===== src/rtl/round_sequencer_pkg.sv =====
// Shared types and seven-segment encoding for the round sequencer.
// Optional win-score display is enabled with the SCORE_TRACK_EN macro in round_sequencer.sv.
package round_sequencer_pkg;

    typedef enum logic [1:0] {
        IDLE   = 2'd0,
        GEN    = 2'd1,
        ANSWER = 2'd2,
        RESULT = 2'd3
    } state_e;

    localparam logic [7:0] SEG_BLANK   = 8'hFF;
    localparam logic [7:0] DISPLAY_MAX = 8'd99;

    // Active-low segment code for one decimal digit; anything outside 0..9 is blank.
    function automatic logic [7:0] digit_to_seg(input logic [3:0] digit);
        logic [7:0] seg;
        case (digit)
            4'd0:    seg = 8'hC0;
            4'd1:    seg = 8'hF9;
            4'd2:    seg = 8'hA4;
            4'd3:    seg = 8'hB0;
            4'd4:    seg = 8'h99;
            4'd5:    seg = 8'h92;
            4'd6:    seg = 8'h82;
            4'd7:    seg = 8'hD8;
            4'd8:    seg = 8'h80;
            4'd9:    seg = 8'h90;
            default: seg = SEG_BLANK;
        endcase
        return seg;
    endfunction

endpackage


===== src/rtl/round_sequencer_bin_to_seg2.sv =====
// Two-digit decimal display encoder: 8-bit binary in, saturated to 99,
// tens and ones digits out as active-low seven-segment codes.
module bin_to_seg2
    import round_sequencer_pkg::*;
(
    input  logic [7:0] bin,
    output logic [7:0] seg_tens,
    output logic [7:0] seg_ones
);

    logic [7:0] sat_s;
    logic [3:0] tens_s;
    logic [3:0] ones_s;

    // Clamp to the largest two-digit value, then split into decimal digits.
    always_comb begin
        if (bin > DISPLAY_MAX) begin
            sat_s = DISPLAY_MAX;
        end else begin
            sat_s = bin;
        end
        tens_s   = 4'(sat_s / 8'd10);
        ones_s   = 4'(sat_s % 8'd10);
        seg_tens = digit_to_seg(tens_s);
        seg_ones = digit_to_seg(ones_s);
    end

endmodule


===== src/rtl/round_sequencer.sv =====
// Game-round sequencer: start -> symbol generation -> answer period -> result display.
// Define SCORE_TRACK_EN to keep a saturating win count shown on digits 2/3 while idle.
module round_sequencer
    import round_sequencer_pkg::*;
#(
    parameter int GEN_TIMEOUT_S = 15,
    parameter int ANS_TIMEOUT_S = 8,
    parameter int RESULT_HOLD_S = 4
) (
    input  logic       Clk100M,
    input  logic       Reset,
    input  logic       tick1Hz,
    input  logic       startBtn,
    input  logic       genDone,
    input  logic [7:0] symCount,
    input  logic       postSig,
    input  logic [7:0] userCount,
    output logic       genStart,
    output logic       answerSig,
    output logic       roundWin,
    output logic       fault,
    output logic [7:0] resultSeg0,
    output logic [7:0] resultSeg1,
    output logic [7:0] resultSeg2,
    output logic [7:0] resultSeg3
);

    localparam logic [4:0] GEN_LIMIT  = 5'(GEN_TIMEOUT_S);
    localparam logic [4:0] ANS_LIMIT  = 5'(ANS_TIMEOUT_S);
    localparam logic [4:0] HOLD_LIMIT = 5'(RESULT_HOLD_S);

    state_e     state_q, state_d;
    logic       btn_prev_q, btn_prev_d;
    logic       start_pulse_q, start_pulse_d;
    logic       gen_start_q, gen_start_d;
    logic       answer_sig_q, answer_sig_d;
    logic       round_win_q, round_win_d;
    logic       fault_q, fault_d;
    logic [4:0] sec_q, sec_d;
    logic [7:0] sym_q, sym_d;
    logic [7:0] user_q, user_d;
    logic [7:0] seg0_q, seg0_d;
    logic [7:0] seg1_q, seg1_d;
    logic [7:0] seg2_q, seg2_d;
    logic [7:0] seg3_q, seg3_d;

    logic [4:0] sec_inc_s;
    logic       start_accept_s;
    logic       gen_exit_s;
    logic       ans_post_s;
    logic       ans_timeout_s;
    logic       enter_result_s;
    logic       result_exit_s;
    logic       user_match_s;
    logic [7:0] user_next_s;
    logic [7:0] user_cnv_s;
    logic [7:0] sym_tens_s, sym_ones_s;
    logic [7:0] user_tens_s, user_ones_s;

    assign sec_inc_s      = sec_q + 5'd1;
    assign start_accept_s = (state_q == IDLE) && start_pulse_q;
    // genDone takes priority over the final GEN tick; both just latch symCount.
    assign gen_exit_s     = (state_q == GEN) && (genDone || (tick1Hz && (sec_inc_s == GEN_LIMIT)));
    assign ans_post_s     = (state_q == ANSWER) && postSig;
    assign ans_timeout_s  = (state_q == ANSWER) && !postSig && tick1Hz && (sec_inc_s == ANS_LIMIT);
    assign enter_result_s = ans_post_s || ans_timeout_s;
    assign result_exit_s  = (state_q == RESULT) && tick1Hz && (sec_inc_s == HOLD_LIMIT);
    assign user_next_s    = ans_post_s ? userCount : 8'd0;
    assign user_match_s   = (user_next_s == sym_q);

`ifdef SCORE_TRACK_EN
    logic [7:0] win_q, win_d;

    // Win tally: bumps on each winning RESULT entry, saturates at the display limit.
    always_comb begin
        if (enter_result_s && user_match_s && (win_q < DISPLAY_MAX)) begin
            win_d = win_q + 8'd1;
        end else begin
            win_d = win_q;
        end
    end

    // Win tally register; only a full reset clears it.
    always_ff @(posedge Clk100M) begin
        if (Reset) begin
            win_q <= 8'd0;
        end else begin
            win_q <= win_d;
        end
    end

    assign user_cnv_s = (state_q == RESULT) ? win_q : user_next_s;
`else
    assign user_cnv_s = (state_q == RESULT) ? user_q : user_next_s;
`endif

    bin_to_seg2 u_sym_seg (
        .bin      (sym_q),
        .seg_tens (sym_tens_s),
        .seg_ones (sym_ones_s)
    );

    bin_to_seg2 u_user_seg (
        .bin      (user_cnv_s),
        .seg_tens (user_tens_s),
        .seg_ones (user_ones_s)
    );

    // Round FSM next-state, pulse generation, count latching and display loading.
    always_comb begin
        state_d       = state_q;
        btn_prev_d    = startBtn;
        start_pulse_d = startBtn & ~btn_prev_q;
        gen_start_d   = 1'b0;
        answer_sig_d  = 1'b0;
        round_win_d   = round_win_q;
        fault_d       = fault_q;
        sym_d         = sym_q;
        user_d        = user_q;
        seg0_d        = seg0_q;
        seg1_d        = seg1_q;
        seg2_d        = seg2_q;
        seg3_d        = seg3_q;
        if (tick1Hz && (state_q != IDLE)) begin
            sec_d = sec_inc_s;
        end else begin
            sec_d = sec_q;
        end

        case (state_q)
            IDLE: begin
                if (start_accept_s) begin
                    state_d     = GEN;
                    gen_start_d = 1'b1;
                    fault_d     = 1'b0;
                    sec_d       = 5'd0;
                    seg0_d      = SEG_BLANK;
                    seg1_d      = SEG_BLANK;
                    seg2_d      = SEG_BLANK;
                    seg3_d      = SEG_BLANK;
                end else begin
                    state_d = IDLE;
                end
            end
            GEN: begin
                if (gen_exit_s) begin
                    state_d      = ANSWER;
                    answer_sig_d = 1'b1;
                    sec_d        = 5'd0;
                    sym_d        = symCount;
                end else begin
                    state_d = GEN;
                end
            end
            ANSWER: begin
                // postSig on the timeout tick still counts as a valid answer.
                if (enter_result_s) begin
                    state_d     = RESULT;
                    sec_d       = 5'd0;
                    user_d      = user_next_s;
                    fault_d     = ans_timeout_s;
                    round_win_d = user_match_s;
                    seg0_d      = sym_tens_s;
                    seg1_d      = sym_ones_s;
                    seg2_d      = user_tens_s;
                    seg3_d      = user_ones_s;
                end else begin
                    state_d = ANSWER;
                end
            end
            RESULT: begin
                if (result_exit_s) begin
                    state_d     = IDLE;
                    sec_d       = 5'd0;
                    round_win_d = 1'b0;
                    seg2_d      = user_tens_s;
                    seg3_d      = user_ones_s;
                end else begin
                    state_d = RESULT;
                end
            end
            default: begin
                state_d = IDLE;
            end
        endcase
    end

    // State and output registers.
    always_ff @(posedge Clk100M) begin
        if (Reset) begin
            state_q       <= IDLE;
            btn_prev_q    <= 1'b0;
            start_pulse_q <= 1'b0;
            gen_start_q   <= 1'b0;
            answer_sig_q  <= 1'b0;
            round_win_q   <= 1'b0;
            fault_q       <= 1'b0;
            sec_q         <= 5'd0;
            sym_q         <= 8'd0;
            user_q        <= 8'd0;
            seg0_q        <= SEG_BLANK;
            seg1_q        <= SEG_BLANK;
            seg2_q        <= SEG_BLANK;
            seg3_q        <= SEG_BLANK;
        end else begin
            state_q       <= state_d;
            btn_prev_q    <= btn_prev_d;
            start_pulse_q <= start_pulse_d;
            gen_start_q   <= gen_start_d;
            answer_sig_q  <= answer_sig_d;
            round_win_q   <= round_win_d;
            fault_q       <= fault_d;
            sec_q         <= sec_d;
            sym_q         <= sym_d;
            user_q        <= user_d;
            seg0_q        <= seg0_d;
            seg1_q        <= seg1_d;
            seg2_q        <= seg2_d;
            seg3_q        <= seg3_d;
        end
    end

    assign genStart   = gen_start_q;
    assign answerSig  = answer_sig_q;
    assign roundWin   = round_win_q;
    assign fault      = fault_q;
    assign resultSeg0 = seg0_q;
    assign resultSeg1 = seg1_q;
    assign resultSeg2 = seg2_q;
    assign resultSeg3 = seg3_q;

endmodule


===== config.mk =====
export PLATFORM = sky130hd
export DESIGN_NAME = round_sequencer
export DESIGN_NICKNAME = d
export VERILOG_FILES = /design/src/rtl/round_sequencer_pkg.sv /design/src/rtl/round_sequencer_bin_to_seg2.sv /design/src/rtl/round_sequencer.sv
export SDC_FILE = /design/constraint.sdc
export NUM_CORES = 1
export LEC_CHECK = 0
export CAP_MARGIN = 20
export CELL_PAD_IN_SITES_DETAIL_PLACEMENT = 1
export CELL_PAD_IN_SITES_GLOBAL_PLACEMENT = 1
export CORE_MARGIN = 4
export CORE_UTILIZATION = 41
export DETAILED_ROUTE_END_ITERATION = 10
export PLACE_DENSITY = 0.81
export SYNTH_ARGS = -nofsm -noshare
export SYNTH_HDL_FRONTEND = slang
export SYNTH_SLANG_ARGS = --single-unit

===== constraint.sdc =====
create_clock -name Clk100M -period 4.1 [get_ports Clk100M]
set_clock_uncertainty 0.05 [all_clocks]
set_input_delay 0.41 -clock Clk100M [delete_from_list [all_inputs] [get_ports Clk100M]]
set_output_delay 0.41 -clock Clk100M [all_outputs]
set_load 0.01 [all_outputs]

## Word-level counts from Yosys, hierarchy flattened

Memories as Yosys holds them, arrays and structs flattened.
Cells that the tools add are included.

| operators by class | value |
|---|---|
| add/sub/neg operators | 1 |
| divide/modulo/power cells | 4 |
| order comparisons | 2 |
| equality and inequality tests | 10 |
| mux-type cells | 34 |
| bitwise gates (word level) | 4 |
| reductions and logical operators | 25 |

Operators by type and width:

| cell | number |
|---|---|
| $mux W8 | 11 |
| $pmux W8 S3 | 2 |
| $pmux W8 S2 | 2 |
| $mux W5 | 5 |
| $pmux W5 S4 | 1 |
| $div A8 B4 Y8 const B | 2 |
| $gt A8 B7 Y1 const B | 2 |
| $mod A8 B4 Y8 const B | 2 |
| $eq A5 B4 Y1 const B | 2 |
| $logic_and A1 B1 Y1 | 10 |
| $eq A8 B8 Y1 | 1 |
| $mux W1 | 8 |
| $pmux W2 S4 | 1 |
| $ne A2 B2 Y1 const B | 3 |
| $reduce_and A3 Y1 | 2 |
| $reduce_bool A2 Y1 | 3 |
| $add A5 B1 Y5 const B | 1 |
| $eq A5 B3 Y1 const B | 1 |
| $eq A2 B2 Y1 const B | 2 |
| $mux W2 | 2 |
| $pmux W1 S2 | 2 |
| $reduce_and A2 Y1 | 2 |
| $reduce_and A4 Y1 | 1 |
| $reduce_or A2 Y1 | 2 |
| other kinds (7) | 10 |

| storage, ports and cells | value |
|---|---|
| flip-flop bits (word level) | 61 |
| bits in read-only memories | 448 |
| bits of input ports | 22 |
| output and inout port bits | 36 |
| memories | 4 |

Memories:

| name | depth | width | rd ports | clocked after Yosys merged registers in | wr ports | line | source |
|---|---|---|---|---|---|---|---|
| (no name shown) | 16 | 7 | 1 | 0 | 0 | round_sequencer_pkg.sv:18 | `case (digit)` |
| (no name shown) | 16 | 7 | 1 | 0 | 0 | round_sequencer_pkg.sv:18 |  |
| (no name shown) | 16 | 7 | 1 | 0 | 0 | round_sequencer_pkg.sv:18 |  |
| (no name shown) | 16 | 7 | 1 | 0 | 0 | round_sequencer_pkg.sv:18 |  |

## Logic depth before layout (Yosys ltp)

An unclocked memory read counts as a cell.

| logic depth | value |
|---|---|
| depth in word-level cells | 10 |
| mapped depth | 16 |
| depth with buffers taken out | 14 |

## Hierarchy

Synthesis repeated with hierarchy kept, for this count alone.

| second synthesis, totals | value |
|---|---|
| cell total of the unflattened synthesis | 619 |
| area, all modules | 5029.8 um^2 |

By module, submodules not included:

| module | instances | cells an instance | area an instance (um^2) | sequential area each (um^2) |
|---|---|---|---|---|
| round_sequencer | 1 | 327 | 2862.7 | 1221.2 |
| bin_to_seg2 at u_sym_seg | 1 | 149 | 1137.3 | 0.0 |
| bin_to_seg2 at u_user_seg | 1 | 143 | 1029.7 | 0.0 |

## Least setup slack after synthesis

No wires, ideal clock.

| path | value |
|---|---|
| path kind | input port to flip-flop |
| from | input postSig |
| to | register seg3_q[4] (netlist: resultSeg3[4]) |
| arrival time | 3242 ps |
| data required time | 3935 ps |
| slack | 692 ps |
| stages | 15 |
| path buffers | 2 |
| cells stage by stage | buf_6 > and3b_1 > buf_6 > a32o_1 > or4_4 > a31oi_4 > nand2b_2 > a21oi_4 > xnor2_1 > inv_1 > ha_1 > nand2b_1 > a21oi_1 > or4_1 > a31o_1 |

| on the way | value |
|---|---|
| longest elaborated chain between the ends | 9 |
| elaborated cells on any way between the ends | 17 |
| classes of those cells | div: 1; order compare: 1; eq/ne: 1; mux: 6; reduce/logical: 7; memory: 1 |

Ends and longest elaborated chain:

| what | line | source |
|---|---|---|
| start: declaration | round_sequencer.sv:16 | `input logic postSig,` |
| $logic_and A1 B1 Y1 | round_sequencer.sv:64 | `assign ans_post_s = (state_q == ANSWER) && postSig;` |
| $mux W8 | round_sequencer.sv:68 | `assign user_next_s = ans_post_s ? userCount : 8'd0;` |
| $mux W8 | round_sequencer.sv:94 | `assign user_cnv_s = (state_q == RESULT) ? user_q : user_next_s;` |
| $gt A8 B7 Y1 | round_sequencer_bin_to_seg2.sv:17 | `if (bin > DISPLAY_MAX) begin` |
| $mux W8 | round_sequencer_bin_to_seg2.sv:17 |  |
| $mod A8 B4 Y8 | round_sequencer_bin_to_seg2.sv:23 | `ones_s = 4'(sat_s % 8'd10);` |
| $mem_v2 Z16 W7 | -- |  |
| $mux W8, on equally long branches | round_sequencer.sv:172, round_sequencer.sv:157 |  |
| $pmux W8 S3 | round_sequencer.sv:130 | `case (state_q)` |
| end signal: assignment | round_sequencer.sv:219 | `seg3_q <= seg3_d;` |
| end: declaration | round_sequencer.sv:45 | `logic [7:0] seg3_q, seg3_d;` |

Several ways; a longest one is shown, not always the timed one. The select of a mux whose other input is x is not followed.
A chain may end at the register's enable or synchronous reset.

## Final worst setup path

Ends and elaborated chain as after synthesis.

==> results by group <==
Run status
  – Outcome: complete, no violations

Setup path
  – CP Launch Type: primary input
  – Worst EP required: 4.29 ns
  – Crit path kind: in -> reg
  – Worst-path fanout max: 6
  – Worst path max stage delay: 0.55 ns
  – Buffer and inverter count on the worst path: 2
  – CP startpoint: postSig
  – Critical Path, Cell by Cell: clkdlybuf4s50_1 -> nor2b_1 -> a221oi_1 -> or4_4 -> a31oi_4 -> nand2b_2 -> a21oi_4 -> xnor2_1 -> inv_1 -> ha_1 -> nand2b_1 -> a21oi_1 -> or4_1 -> a31o_1
  – CP endpoint kind: flop
  – Crit-path leading delay family: simple AND/OR/NAND/NOR gates
  – Slowest-stage cell, CP: clkdlybuf4s50_1
  – Worst R2R Start: state_q[0]
  – Critical path data arrival time: roughly 4 ns

Place
  – Routability cong.: approximately 0.89
  – Port Buf Inserts: 53
  – Pre-CTS setup slack: just over 0.04 ns
  – DP Cell Count: between 600 and 700
  – HPWL after detailed placement: between 9 and 10 mm

Finish
  – Cell Count, Final, Fillers Out: just over 700
  – Most frequent cells in the layout: 57 x dfxtp_1, 53 x nor2_1, 53 x clkdlybuf4s50_1
  – Share of cells above drive strength 1: 9.19%
  – Area Overhead vs Synth: 21.3%
  – Post-layout net count: a little over 600
  – Finished Core Util: between 50% and 60%
  – Fillers: roughly 1200
  – Most common cell after layout, fill and taps aside: dfxtp_1
  – # diodes: 0

Synth
  – Syn Inst Count: around 530
  – Asr flop ratio synth: 0%
  – Largest family of logic cells by synthesized area: compound AO/OA/AOI/OAI gates
  – #FFs+latches synth: 57
  – Simple-gate share of the synthesized area: between 20% and 30%
  – Synth Area in Adders: roughly 7%
  – Sequential share of the synthesized area: about 28%
  – Post-synthesis cell type count: 74
  – Mux share of post-synthesis cell area: approximately 4.5%
  – Mapped Area: approximately 0.0041 mm2
  – Yosys warnings: 0
  – Post-synth top flop: dfxtp_1
  – Area share of xor/xnor cells in the synthesized design: 3.61%
  – Avg Cell Area, Syn: 7.77 um2
  – EDFF count, synth: 0
  – Compound-Gate Fraction of Synth Area: 27.2%

Timing
  – Setup TNS Final: 0 ns
  – Slew @ Worst Pin: 0.702 ns
  – # setup viols final: 0
  – Setup ws final: 0.371 ns
  – FMAX: approximately 270 MHz
  – Unrepaired setup endpoints after global routing: no
  – Final period utilization: between 90% and 100%
  – Slew margin rel.: a little over half
  – Tmin final: between 3 and 4 ns
  – Final Hold Viols: 0
  – Max Slew Vio Count: 0

CTS
  – Postcts setup bufs: 0
  – H-tree levels: 3
  – Root Driver: clkbuf_8
  – Reg clk slew, reported paths: approximately 0.07 ns
  – CTS Buf Count: 9
  – Deepest clock path buffer count: 2
  – Worst-Skew Late Latency: 0.34 ns
  – CTS tree: yes
  – Post-CTS sizing: 0
  – Hold-fix buffers at CTS: 0
  – CTS Sinks: between 50 and 60

Routing
  – Final wirelength: roughly 13 mm
  – DRT antenna net count: 0
  – Pre-antenna DRT Iters: 4
  – Via density: 5.77
  – WL/cell: between 15 and 20 um
  – # DRC: 0
  – DR iter-0 viols: 176
  – Vias: between 4000 and 5000

Power and ir drop
  – Clk pwr share: a little over two fifths
  – P_sw: roughly 0.00046 W
  – Logic pwr share: about a fifth
  – Power per Cell Area: 318 mW/mm2
  – Seq pwr share: between 30% and 40%
  – Worst vdd ir: ~0.16 mV
  – Switching share of power: between 20% and 30%
  – P_int: 0.00113 W
  – Lkg Pwr: 2.02 nW

Floorplan
  – Chip height: about 110 um
  – Core Area: between 0.009 and 0.01 mm2
  – FP Rows: 36
  – Ports: 58
  – Die area: 0.0117 mm2
  – DIE WIDTH: approximately 110 um
  – Initial core utilization: about 42%

GRT
  – Vias in the first global route: between 4000 and 5000
  – Largest net degree at the start of global routing: 35
  – All-Layer GR Usage: between 20 and 25%
  – Global route total overflow: 0
  – Initial antenna violation count: 0
  – First-pass GRT wire length: approximately 21 mm

Job
  – Max-cap violations: 0

Hold path
  – Worst hold path class: reg -> reg
  – Min-Delay Startpoint: btn_prev_q
[Yosys cell counts, drive strengths merged, types with 6 or more instances]
cell type / instances / area [um2]
a211oi: 10 / 80.1
a21oi: 32 / 171
a22oi: 12 / 90.1
a31oi: 10 / 77.6
a32oi: 8 / 85.1
and3: 6 / 37.5
buf: 17 / 103
clkbuf: 25 / 93.8
dfxtp: 57 / 1140
ha: 23 / 288
inv: 23 / 86.3
mux2i: 15 / 150
nand2: 51 / 191
nand2b: 9 / 58.8
nand3: 16 / 80.1
nand3b: 6 / 45.0
nor2: 54 / 205
nor2b: 9 / 56.3
nor3: 14 / 70.1
o211ai: 13 / 103
o21ai: 31 / 159
xnor2: 9 / 78.8
xor2: 8 / 70.1
[logic make-up (layout without fill, tap and decap cells)]
| logic type | count (synthesis) | in the layout |
|---|---|---|
| flops | 57 | 57 |
| buf+inv | 67 | 110 |
| compound gates | 155 | 155 |
| fa+ha+maj | 23 | 23 |
| xor+xnor | 17 | 17 |
| simple gates | 193 | 193 |
| other cells | 1 | 4 |
| mux | 18 | 18 |
[sequential cells by signal, indices dropped and copies added (netlist names)]
signal         flops
resultSeg2         7
genStart           1
btn_prev_q         1
resultSeg0         7
sym_q              8
user_q             8
sec_q              5
resultSeg3         7
start_pulse_q      1
roundWin           1
state_q            2
fault              1
answerSig          1
resultSeg1         7
[per-layer routing]
layer | track usage (%) | routed length [um] | up-vias
met5 | 0 | 0 | -
met4 | 7.12 | 269 | 0
li1 | - | - | 1993
met2 | 41.4 | 6620 | 81
met1 | 26.2 | 5410 | 1996
met3 | 3.58 | 374 | 26
[area by class of cell]
| type | instances | area, um2 | area share, % |
|---|---|---|---|
| Sequential cell | 57 | 1140 | 22.8 |
| Timing Repair Buffer | 69 | 651 | 13.0 |
| Clock inverter | 3 | 68.8 | 1.37 |
| Inverter | 25 | 93.8 | 1.87 |
| Tap cell | 133 | 166 | 3.32 |
| Clock buffer | 13 | 179 | 3.57 |
| Multi-Input combinational cell | 410 | 2710 | 54.1 |
[metrics by stage]
step | total power [W] | hold WS (ns) | cell area, um2
2_1_floorplan | 0.000821 | 0.317 | 4140
5_1_grt | 0.00167 | 0.403 | 5010
4_1_cts | 0.00160 | 0.380 | 5010
3_5_place_dp | 0.000934 | 0.371 | 4760
6_report | 0.00159 | 0.376 | 5010
3_3_place_gp | 0.000925 | 0.343 | 4760
[worst paths after layout]
kind,to,slack (ns),depth (start not counted)
setup / recovery,resultSeg3[4],0.37,14
hold / removal,start_pulse_q,0.38,1
setup reg to reg,resultSeg3[4],0.45,14
hold reg to reg,start_pulse_q,0.38,1
[power by group through the flow]
stage          Combinational (W)  Clock (W)  Sequential [W]
6_report                0.000328   0.000666        0.000597
3_5_place_dp            0.000325          0        0.000609
4_1_cts                 0.000329   0.000677        0.000597
5_1_grt                 0.000365   0.000701        0.000600
2_1_floorplan           0.000215          0        0.000606
3_3_place_gp            0.000317          0        0.000608
Power figures use the tool's default switching activity.
